### config.mk
export PLATFORM = sky130hd
export DESIGN_NAME = motor_drive_flat
export DESIGN_NICKNAME = d
export VERILOG_FILES = /design/src/rtl/motor_pkg.sv /design/src/rtl/motor_drive_if.sv /design/src/rtl/pwm_channel.sv /design/src/rtl/motor_drive.sv /design/src/flat_wrapper.sv
export SDC_FILE = /design/constraint.sdc
export NUM_CORES = 1
export LEC_CHECK = 0
export ABC_AREA = 1
export BUFFER_PORTS_ARGS = -buffer_cell sky130_fd_sc_hd__buf_2
export CORE_MARGIN = 5
export CORE_UTILIZATION = 50
export CTS_CLUSTER_DIAMETER = 120
export DETAILED_ROUTE_END_ITERATION = 16
export PLACE_DENSITY_LB_ADDON = 0.08
export SLEW_MARGIN = 5
export SYNTH_ARGS = -nofsm -noshare
export SYNTH_HDL_FRONTEND = slang
export SYNTH_HIERARCHICAL = 1
export SYNTH_SLANG_ARGS = --single-unit
### constraint.sdc
create_clock -name clk -period 3.82 [get_ports clk]
set_clock_uncertainty 0.15 [all_clocks]
set_input_delay 0.191 -clock clk [delete_from_list [all_inputs] [get_ports clk]]
set_output_delay 0.191 -clock clk [all_outputs]
set_load 0.005 [all_outputs]
### src/rtl/motor_pkg.sv
// Shared steering-bus definitions: DIR command codes and drive FSM states.
package motor_pkg;

  localparam logic [3:0] DIR_PROCEED      = 4'b0000;
  localparam logic [3:0] DIR_VEER_LEFT    = 4'b0101;
  localparam logic [3:0] DIR_HARD_LEFT    = 4'b0110;
  localparam logic [3:0] DIR_NINETY_LEFT  = 4'b0111;
  localparam logic [3:0] DIR_VEER_RIGHT   = 4'b1001;
  localparam logic [3:0] DIR_HARD_RIGHT   = 4'b1010;
  localparam logic [3:0] DIR_NINETY_RIGHT = 4'b1011;
  localparam logic [3:0] DIR_STOP         = 4'b1111;

  typedef logic [1:0] state_t;
  localparam state_t ST_IDLE  = 2'd0;
  localparam state_t ST_RUN   = 2'd1;
  localparam state_t ST_PIVOT = 2'd2;

  // True for every code the direction controller is allowed to emit.
  function automatic logic dir_defined(input logic [3:0] code);
    case (code)
      DIR_PROCEED, DIR_VEER_LEFT, DIR_HARD_LEFT, DIR_NINETY_LEFT,
      DIR_VEER_RIGHT, DIR_HARD_RIGHT, DIR_NINETY_RIGHT, DIR_STOP: return 1'b1;
      default: return 1'b0;
    endcase
  endfunction

endpackage

### src/rtl/motor_drive_if.sv
// Steering command bus in, H-bridge drive pins out.
interface motor_drive_if;
  logic       enable;
  logic [3:0] dir;
  logic       direction;
  logic       left_pwm;
  logic       right_pwm;
  logic       left_fwd;
  logic       right_fwd;
  logic       turning;

  modport master (
    output enable, dir, direction,
    input  left_pwm, right_pwm, left_fwd, right_fwd, turning
  );

  modport slave (
    input  enable, dir, direction,
    output left_pwm, right_pwm, left_fwd, right_fwd, turning
  );
endinterface

### src/rtl/pwm_channel.sv
// One H-bridge channel: slew-limited duty, polarity interlock, PWM compare.
module pwm_channel #(
  parameter int unsigned DUTY_W    = 10,
  parameter int unsigned RAMP_STEP = 50
) (
  input  logic              clk,
  input  logic              rst_n,
  input  logic [DUTY_W-1:0] cnt,
  input  logic              bnd,
  input  logic              force_zero,
  input  logic [DUTY_W-1:0] tgt_duty,
  input  logic              tgt_pol,
  output logic              pwm,
  output logic              pol
);

  localparam logic [DUTY_W-1:0] STEP = DUTY_W'(RAMP_STEP);

  logic [DUTY_W-1:0] duty_cur;
  logic              pol_cur;
  logic [DUTY_W-1:0] eff_tgt;

  // Move toward tgt by at most STEP, landing exactly on tgt; never wraps.
  function automatic logic [DUTY_W-1:0] ramp_to(input logic [DUTY_W-1:0] cur,
                                                input logic [DUTY_W-1:0] tgt);
    if (cur < tgt) return ((tgt - cur) > STEP) ? cur + STEP : tgt;
    if (cur > tgt) return ((cur - tgt) > STEP) ? cur - STEP : tgt;
    return cur;
  endfunction

  // A pending polarity change first drains the duty to zero.
  always_comb begin
    eff_tgt = (tgt_pol != pol_cur) ? '0 : tgt_duty;
  end

  // Duty/polarity update: forced zero at once, otherwise only at period boundaries.
  always_ff @(posedge clk or negedge rst_n) begin
    if (!rst_n) begin
      duty_cur <= '0;
      pol_cur  <= 1'b1;
    end else if (force_zero) begin
      duty_cur <= '0;
    end else if (bnd) begin
      if ((tgt_pol != pol_cur) && (duty_cur == '0)) pol_cur <= tgt_pol;
      else duty_cur <= ramp_to(duty_cur, eff_tgt);
    end
  end

  assign pwm = (cnt < duty_cur);
  assign pol = pol_cur;

endmodule

### src/rtl/motor_drive.sv
// Steering-bus consumer: DIR decode, pivot FSM and two slew-limited H-bridge channels.
module motor_drive
  import motor_pkg::*;
#(
  parameter int unsigned PWM_PERIOD  = 1000,
  parameter int unsigned VEER_DUTY   = 600,
  parameter int unsigned TURN_DUTY   = 800,
  parameter int unsigned TURN_CYCLES = 25_000_000,
  parameter int unsigned RAMP_STEP   = 50
) (
  input logic          clk,
  input logic          rst_n,
  motor_drive_if.slave bus
);

  localparam int unsigned DUTY_W = $clog2(PWM_PERIOD + 1);
  localparam int unsigned TMR_W  = $clog2(TURN_CYCLES + 1);

  localparam logic [DUTY_W-1:0] FULL     = DUTY_W'(PWM_PERIOD);
  localparam logic [DUTY_W-1:0] VEER     = DUTY_W'(VEER_DUTY);
  localparam logic [DUTY_W-1:0] TURN     = DUTY_W'(TURN_DUTY);
  localparam logic [DUTY_W-1:0] CNT_LAST = DUTY_W'(PWM_PERIOD - 1);
  localparam logic [TMR_W-1:0]  TMR_LOAD = TMR_W'(TURN_CYCLES);

  logic [3:0]        dir_p0;
  logic              direction_p0;
  logic              enable_p0;

  logic [DUTY_W-1:0] cnt;
  logic              bnd;

  state_t            state, state_nxt;
  logic              side, side_nxt;
  logic [TMR_W-1:0]  timer, timer_nxt;

  logic [DUTY_W-1:0] l_duty, r_duty;
  logic              l_fwd, r_fwd;
  logic [DUTY_W-1:0] tgt_l_duty_p1, tgt_r_duty_p1;
  logic              tgt_l_pol_p1, tgt_r_pol_p1;

  logic              stop_cmd;
  logic              force_zero;
  logic              l_pwm, r_pwm, l_pol, r_pol;

  // Stage 0: register the command bus once on entry.
  always_ff @(posedge clk or negedge rst_n) begin
    if (!rst_n) begin
      dir_p0       <= DIR_PROCEED;
      direction_p0 <= 1'b1;
      enable_p0    <= 1'b0;
    end else begin
      dir_p0       <= bus.dir;
      direction_p0 <= bus.direction;
      enable_p0    <= bus.enable;
    end
  end

  // Shared PWM period counter.
  always_ff @(posedge clk or negedge rst_n) begin
    if (!rst_n)               cnt <= '0;
    else if (cnt == CNT_LAST) cnt <= '0;
    else                      cnt <= cnt + DUTY_W'(1);
  end

  assign bnd      = (cnt == CNT_LAST);
  assign stop_cmd = (dir_p0 == DIR_STOP);

  // STOP, disable and undefined codes bypass the ramp; a pivot ignores undefined codes.
  assign force_zero = !enable_p0 || stop_cmd ||
                      ((state != ST_PIVOT) && !dir_defined(dir_p0));

  // Next-state, pivot side and pivot timer.
  always_comb begin
    state_nxt = state;
    side_nxt  = side;
    timer_nxt = timer;
    case (state)
      ST_IDLE: begin
        if (enable_p0) state_nxt = ST_RUN;
      end
      ST_RUN: begin
        if (!enable_p0) begin
          state_nxt = ST_IDLE;
        end else if ((dir_p0 == DIR_NINETY_LEFT) || (dir_p0 == DIR_NINETY_RIGHT)) begin
          state_nxt = ST_PIVOT;
          side_nxt  = (dir_p0 == DIR_NINETY_RIGHT);
          timer_nxt = TMR_LOAD;
        end
      end
      ST_PIVOT: begin
        if (timer != '0) timer_nxt = timer - TMR_W'(1);
        if (!enable_p0)               state_nxt = ST_IDLE;
        else if (stop_cmd)            state_nxt = ST_RUN;
        else if (timer <= TMR_W'(1))  state_nxt = ST_RUN;
      end
      default: state_nxt = ST_IDLE;
    endcase
  end

  // Per-wheel targets for the state being entered; side 0 = left is the inner wheel.
  always_comb begin
    l_duty = '0;
    r_duty = '0;
    l_fwd  = 1'b1;
    r_fwd  = 1'b1;
    if (state_nxt == ST_PIVOT) begin
      l_duty = TURN;
      r_duty = TURN;
      l_fwd  = side_nxt;
      r_fwd  = !side_nxt;
    end else if (state_nxt == ST_RUN) begin
      case (dir_p0)
        DIR_PROCEED:    begin l_duty = FULL; r_duty = FULL; end
        DIR_VEER_LEFT:  begin l_duty = VEER; r_duty = FULL; end
        DIR_HARD_LEFT:  begin l_duty = '0;   r_duty = FULL; end
        DIR_VEER_RIGHT: begin l_duty = FULL; r_duty = VEER; end
        DIR_HARD_RIGHT: begin l_duty = FULL; r_duty = '0;   end
        default:        begin l_duty = '0;   r_duty = '0;   end
      endcase
    end
  end

  // Stage 1: FSM state and physical-polarity targets (reverse travel inverts both wheels).
  always_ff @(posedge clk or negedge rst_n) begin
    if (!rst_n) begin
      state         <= ST_IDLE;
      side          <= 1'b0;
      timer         <= '0;
      tgt_l_duty_p1 <= '0;
      tgt_r_duty_p1 <= '0;
      tgt_l_pol_p1  <= 1'b1;
      tgt_r_pol_p1  <= 1'b1;
    end else begin
      state         <= state_nxt;
      side          <= side_nxt;
      timer         <= timer_nxt;
      tgt_l_duty_p1 <= l_duty;
      tgt_r_duty_p1 <= r_duty;
      tgt_l_pol_p1  <= l_fwd ^ ~direction_p0;
      tgt_r_pol_p1  <= r_fwd ^ ~direction_p0;
    end
  end

  pwm_channel #(.DUTY_W(DUTY_W), .RAMP_STEP(RAMP_STEP)) u_left (
    .clk        (clk),
    .rst_n      (rst_n),
    .cnt        (cnt),
    .bnd        (bnd),
    .force_zero (force_zero),
    .tgt_duty   (tgt_l_duty_p1),
    .tgt_pol    (tgt_l_pol_p1),
    .pwm        (l_pwm),
    .pol        (l_pol)
  );

  pwm_channel #(.DUTY_W(DUTY_W), .RAMP_STEP(RAMP_STEP)) u_right (
    .clk        (clk),
    .rst_n      (rst_n),
    .cnt        (cnt),
    .bnd        (bnd),
    .force_zero (force_zero),
    .tgt_duty   (tgt_r_duty_p1),
    .tgt_pol    (tgt_r_pol_p1),
    .pwm        (r_pwm),
    .pol        (r_pol)
  );

  assign bus.left_pwm  = l_pwm;
  assign bus.right_pwm = r_pwm;
  assign bus.left_fwd  = l_pol;
  assign bus.right_fwd = r_pol;
  assign bus.turning   = (state == ST_PIVOT);

endmodule

### src/flat_wrapper.sv
// flat-port wrapper written by rule: the top's interface ports become plain ports
module motor_drive_flat import motor_pkg::*;
#(
  parameter int unsigned PWM_PERIOD  = 1000,
  parameter int unsigned VEER_DUTY   = 600,
  parameter int unsigned TURN_DUTY   = 800,
  parameter int unsigned TURN_CYCLES = 25_000_000,
  parameter int unsigned RAMP_STEP   = 50
)
  (clk, rst_n, bus_enable, bus_dir, bus_direction, bus_left_pwm, bus_right_pwm, bus_left_fwd, bus_right_fwd, bus_turning);
  motor_drive_if bus_i ();
  input logic clk;
  input logic rst_n;
  input wire logic [$bits(bus_i.enable)-1:0] bus_enable;
  input wire logic [$bits(bus_i.dir)-1:0] bus_dir;
  input wire logic [$bits(bus_i.direction)-1:0] bus_direction;
  output wire logic [$bits(bus_i.left_pwm)-1:0] bus_left_pwm;
  output wire logic [$bits(bus_i.right_pwm)-1:0] bus_right_pwm;
  output wire logic [$bits(bus_i.left_fwd)-1:0] bus_left_fwd;
  output wire logic [$bits(bus_i.right_fwd)-1:0] bus_right_fwd;
  output wire logic [$bits(bus_i.turning)-1:0] bus_turning;
  assign bus_i.enable = bus_enable;
  assign bus_i.dir = bus_dir;
  assign bus_i.direction = bus_direction;
  assign bus_left_pwm = bus_i.left_pwm;
  assign bus_right_pwm = bus_i.right_pwm;
  assign bus_left_fwd = bus_i.left_fwd;
  assign bus_right_fwd = bus_i.right_fwd;
  assign bus_turning = bus_i.turning;
  motor_drive #(.PWM_PERIOD(PWM_PERIOD), .VEER_DUTY(VEER_DUTY), .TURN_DUTY(TURN_DUTY), .TURN_CYCLES(TURN_CYCLES), .RAMP_STEP(RAMP_STEP)) u_core (.clk(clk), .rst_n(rst_n), .bus(bus_i));
endmodule
==> flow_summary.ini, run 1 <==
[global_routing]
antenna_found_initial = 0
grt_pass1_vias = 7283
grt_start_max_net_pins = 60
use_met3_pct = 3.53
use_met2_pct = 37.6
grt_pass1_wl_mm = 35.4
busiest_layer = met2
grt.total_usage_pct = 23.5
overflow = 0
grtUsageMet1_pct = 33.3

[timing]
max_freq_ghz = 0.299
fin_crit_sh_pct = 87.6
rsz0062_at_grt = no
min_period_ns = 3.35
setup_tns_ns = 0
relSlewSlack_pct = 46.5
hold-worst-slack_ns = 0.320
finalSetupViolCount = 0
finalMaxSlewViolations = 0
setup_ws_ns = 0.472
hold_viol = 0
worst_pin_slew_ns = 0.802

[floorplan]
core_area_um2 = 15800
dieWidth_um = 137
die_area_um2 = 18700
row_count = 46
start_util_pct = 50.7
ios = 13
die_y_um = 137

[setup_path]
rrSetupSlack_ns = 0.47
cp-start-kind = register
slowest_stage = dfstp_2
startpoint = u_core/u_right/pol
r2r-end = u_core/u_right/duty_cur[7]
rr_worst_depth = 18
crit_arrival_ns = 3.42
cp_common_cell = nand2_1
crit_chain = inv_1 > nand2_1 > nand2_2 > nor2_2 > inv_1 > ha_1 > a21oi_1 > nor2_1 > nor2_1 > nand2_1 > a31oi_1 > o21ai_0 > nand2_1 > nand3_1 > nand2_1 > clkinv_1 > nand2_1 > nand2_1
cpPeakStageDelay_ns = 0.55
required_ns = 3.89
crit_type = register to register
r2r-start = u_core/u_right/pol
worstPathMaxFanout = 9
end_kind = register

[layout]
diodes = 0
final_net_count = 1355
layout_common_cells = nand2_1 (415), inv_1 (152), nand3_1 (144)
final_common_cell = nand2_1
fin_util_pct = 54.9
final_area_um2 = 8690
drive_above_1_share_pct = 10.8
area_growth_pct = 8.29

[detailed_routing]
postRouteAntennaNets = 0
firstDrtPassIters = 5
viasPerCell = 5.20
drt-initial-drc-count = 528
avgRoutedWirePerCell_um = 14.0
route.detailed.drc = 0
vias = 7854
wl_mm = 21.1

[yosys]
ys_seq_area_share_pct = 24.4
yosys_most_used_dff = dfrtp_1
syn_area_per_cell_um2 = 6.36
syn_inst = 1262
synth_edf_count = 0
async_flop_share_pct = 100
ys_types = 46
ys_ff_latch = 78
yosys_warnings = 6
syn_area_um2 = 8030

[placement]
placed_area_um2 = 8310
post-place-ws_ns = 0.477
port_buffers = 12
gp_congestion = 0.939
dp_hpwl_mm = 16.6

[flow_run]
cap_violations = 0

[clocking]
cts_tree = done
cts_buffers = 9
path_clk_slew_ns = 0.07
clock_latency_ns = 0.35
clock_sinks = 78
cts_root_buffer = clkbuf_16
cts_max_path_buffers = 2
cts_resized = 0
post_cts_buffers = 0
h-tree-depth = 3

[power_and_ir_drop]
p_per_area_nw_per_um2 = 339
seq_power_share_pct = 33.6
p_leak_nw = 4.87
swShare_pct = 39.6
p_int_w = 0.00178
p_switching_w = 0.00117
p_comb_share_pct = 35.4
clkPwrFrac_pct = 31.1
irDropWorstVdd_mv = 0.273

[run_status]
status = completed

[hold_path]
hold_path_class = input pin to asynchronous set/reset pin
[metal layers]
metal | share of wire (%) | vias to the layer above | wire length, um
li1 | - | 4074 | -
met1 | 49 | 3572 | 10300
met4 | 1.4 | 0 | 293
met3 | 4.4 | 20 | 918
met5 | 0 | - | 0
met2 | 45 | 188 | 9590
[cell usage after synthesis (21+ instances only)]
cell type	count	area [um2]
a21oi_1	35	175
dfrtp_1	73	1830
ha_1	56	701
inv_1	152	571
inv_2	21	78.8
nand2_1	415	1560
nand2_2	23	144
nand3_1	144	721
nand4_1	26	163
nor2_1	99	372
o21ai_0	31	155
xor2_1	36	315
[final cells by class]
type	count	area, um2
Tap cell	216	270
Inverter	181	684
Sequential cell	78	1960
Clock buffer	11	253
Fill cell	1633	7130
Multi-Input combinational cell	994	5290
Clock inverter	5	65.1
Timing Repair Buffer	25	178
[stage by stage]
| step | total power, W | instances |
|---|---|---|
| after floorplan | 0.00179 | 1277 |
| after global placement | 0.00202 | 1487 |
| after detailed placement | 0.00202 | 1487 |
| after CTS | 0.00296 | 1510 |
| after global routing | 0.00316 | 1510 |
| final | 0.00294 | 1510 |
[worst max-delay path, delay by kind of cell, from the launching register on]
kind | cells | cell delay, ns
buffers and inverters | 3 | 0.41
flip-flops | 1 | 0.55
AND/OR/NAND/NOR | 11 | 1.19
AO/OA/AOI/OAI | 3 | 0.56
adder cells (fa/ha/maj) | 1 | 0.37
[cells by family (layout without fill, tap and decap cells)]
group / after synthesis / after routing / share of synthesized area [%]
simple gates: 761 / 761 / 42.5
buf+inv: 205 / 222 / 10.5
compound gates: 118 / 118 / 8.85
flops: 78 / 78 / 24.4
fa+ha+maj: 58 / 58 / 9.23
xor+xnor: 41 / 41 / 4.47
other cells: 1 / 16 / 0.0467
[registers in the layout (all words and copies together), names as in the netlist]
register                 count
u_core/tgt_r_pol_p1          1
u_core/direction_p0          1
u_core/u_left/pol            1
u_core/dir_p0                4
u_core/u_right/pol           1
u_core/state                 2
u_core/tgt_r_duty_p1         5
u_core/cnt                  10
u_core/side                  1
u_core/u_left/duty_cur      10
u_core/u_right/duty_cur     10
u_core/timer                25
u_core/enable_p0             1
u_core/tgt_l_duty_p1         5
u_core/tgt_l_pol_p1          1
[worst max-delay path by stage]
| stage | cells after the start | slack [ns] | end |
|---|---|---|---|
| floorplan | 20 | 0.93 | u_core/u_left/duty_cur[7] |
| global placement | 18 | 0.48 | u_core/u_right/duty_cur[6] |
| detailed placement | 18 | 0.48 | u_core/u_right/duty_cur[7] |
| CTS | 18 | 0.45 | u_core/u_right/duty_cur[7] |
| global route | 17 | 0.09 | u_core/u_right/duty_cur[2] |
| finish | 18 | 0.47 | u_core/u_right/duty_cur[7] |
[power by group through the flow]
stage	Sequential, W	Combinational (W)	Clock [W]
floorplan	0.000973	0.000814	0
global placement	0.00100	0.00102	0
detailed placement	0.000997	0.00102	0
CTS	0.000985	0.00103	0.000943
global route	0.000997	0.00119	0.000974
finish	0.000988	0.00104	0.000915
[repair_timing]
item                                   CTS  global route
hold buffers                             7             0
endpoints found under the hold margin   62             0
setup endpoints to repair                0             0
No activity file was read; power rests on OpenSTA's default activity.
==> run 2: changes to the inputs <==
--- a/config.mk
+++ b/config.mk
@@ -11,7 +11,7 @@
 export CORE_UTILIZATION = 50
 export CTS_CLUSTER_DIAMETER = 120
 export DETAILED_ROUTE_END_ITERATION = 16
-export PLACE_DENSITY_LB_ADDON = 0.08
+export PLACE_DENSITY = 0.72
 export SLEW_MARGIN = 5
 export SYNTH_ARGS = -nofsm -noshare
 export SYNTH_HDL_FRONTEND = slang
==> flow_summary.ini, run 2 (same netlist as run 1, synthesis figures left out) <==
[floorplan]
ios = 13
dieWidth_um = 137
start_util_pct = 50.7
die_y_um = 137
core_area_um2 = 15800
die_area_um2 = 18700
row_count = 46

[global_routing]
overflow = 0
antenna_found_initial = 0
grt_pass1_vias = 7305
grt_start_max_net_pins = 79
grt.total_usage_pct = 22.8
grt_pass1_wl_mm = 34.9

[timing]
rsz0062_at_grt = no
fin_crit_sh_pct = 87.2
finalMaxSlewViolations = 0
worst_pin_slew_ns = 0.988
hold_viol = 0
finalSetupViolCount = 0
max_freq_ghz = 0.300
relSlewSlack_pct = 34.2
min_period_ns = 3.33
setup_tns_ns = 0

[detailed_routing]
vias = 7933
postRouteAntennaNets = 0
wl_mm = 20.3
viasPerCell = 5.26
firstDrtPassIters = 5
route.detailed.drc = 0
drt-initial-drc-count = 761
avgRoutedWirePerCell_um = 13.4

[setup_path]
required_ns = 3.90
crit_chain = inv_1 > nand2_1 > nand2_2 > nor2_2 > inv_1 > ha_1 > nand2_1 > inv_2 > nand2_1 > nand2_2 > nand2_1 > nand2_1 > a31oi_1 > o21ai_0 > nand2_1 > inv_1 > nand3_1 > nand2_1 > nor2_1 > nand3_1 > nand2_1
cpPeakStageDelay_ns = 0.55
worstPathMaxFanout = 12
crit_type = register to register
cp_common_cell = nand2_1
slowest_stage = dfstp_2
cp-start-kind = register
crit_arrival_ns = 3.41
end_kind = register

[layout]
area_growth_pct = 8.04
largest_register_ffs = 25
fillers = 1537
fin_cells = 1509
final_net_count = 1354
top_register = u_core/timer
final_area_um2 = 8670
final_common_cell = nand2_1
drive_above_1_share_pct = 10.6
layout_common_cells = nand2_1 (415), inv_1 (152), nand3_1 (144)
diodes = 0

[clocking]
clock_latency_ns = 0.34
clock_sinks = 78
hold_buffers = 7
cts_buffers = 9
cts_tree = done
cts_root_buffer = clkbuf_16
post_cts_buffers = 0
cts_resized = 0
h-tree-depth = 3
cts_max_path_buffers = 2
path_clk_slew_ns = 0.06

[power_and_ir_drop]
clkPwrFrac_pct = 30.6
p_comb_share_pct = 35.6
p_int_w = 0.00176
p_per_area_nw_per_um2 = 337
swShare_pct = 39.7
p_leak_nw = 4.86
p_switching_w = 0.00116
seq_power_share_pct = 33.8
irDropWorstVdd_mv = 0.243

[flow_run]
cap_violations = 0

[run_status]
status = completed

[placement]
dp_hpwl_mm = 15.7
placedCellCount = 1486
placed_area_um2 = 8300
port_buffers = 12
gp_congestion = 0.982

[hold_path]
hold_path_class = input pin to register
## run 2: changes by cell type in the layout (fill, tap and decap cells not counted)
cell,before,now
clkbuf_8,2,1
nor2_1,98,99
clkbuf_1,0,1
clkinv_4,3,2
buf_4,7,6
nor2_2,12,11
inv_6,1,2
## run 2: cell type report
cell class              count  area, um2  area share, %
repair buffers             24        170           1.96
clock inverters             5       65.1          0.750
inverters                 181        684           7.89
well taps                 216        270           3.12
multi-input cells         994       5280           60.9
clock buffers              11        243           2.80
flip-flops and latches     78       1960           22.6
## run 2: power groups by stage
stage / combinational (W) / sequential, W / clock (W)
final: 0.00104 / 0.000986 / 0.000893
after CTS: 0.00103 / 0.000985 / 0.000915
after global routing: 0.00118 / 0.000996 / 0.000952
after floorplan: 0.000814 / 0.000973 / 0
after detailed placement: 0.00102 / 0.000997 / 0
after global placement: 0.00101 / 0.000999 / 0
## run 2: path summary, 6_finish.rpt
| kind | start | slack [ns] | end | cells past startpoint |
|---|---|---|---|---|
| setup / recovery | u_core/u_right/pol | 0.49 | u_core/u_right/duty_cur[0] | 21 |
| hold / removal | bus_dir[2] | 0.34 | u_core/dir_p0[2] | 2 |
| setup reg to reg | u_core/u_right/pol | 0.49 | u_core/u_right/duty_cur[0] | 21 |
| hold reg to reg | u_core/direction_p0 | 0.34 | u_core/tgt_l_pol_p1 | 2 |
| max in group asynchronous | rst_n | 2.48 | u_core/timer[0] | 2 |
| min in group asynchronous | rst_n | 0.40 | u_core/cnt[6] | 2 |
## run 2: routing by layer
layer  track usage [%]  vias to the layer above  wire length, um
li1                  -                     4075                -
met1              32.5                     3559             9530
met2              36.3                      269             9120
met3              2.87                       30             1300
met4              6.66                        0              329
met5                 0                        -                0
## run 2: critical path, delay by kind of cell (launching register included)
kind,cells,cell delay [ns]
compound gates,2,0.21
fa+ha+maj,1,0.41
buf+inv,4,0.60
flops,1,0.55
simple gates,14,1.28
## run 2: stage by stage
step	util, %	hold WS (ns)	total power (W)	setup WS [ns]
3_5_place_dp	52.4	0.150	0.00201	0.532
2_1_floorplan	-	-0.255	0.00179	0.931
4_1_cts	54.8	0.322	0.00293	0.500
3_3_place_gp	52.4	0.148	0.00200	0.571
6_report	54.8	0.337	0.00292	0.489
5_1_grt	54.8	0.329	0.00312	0.181
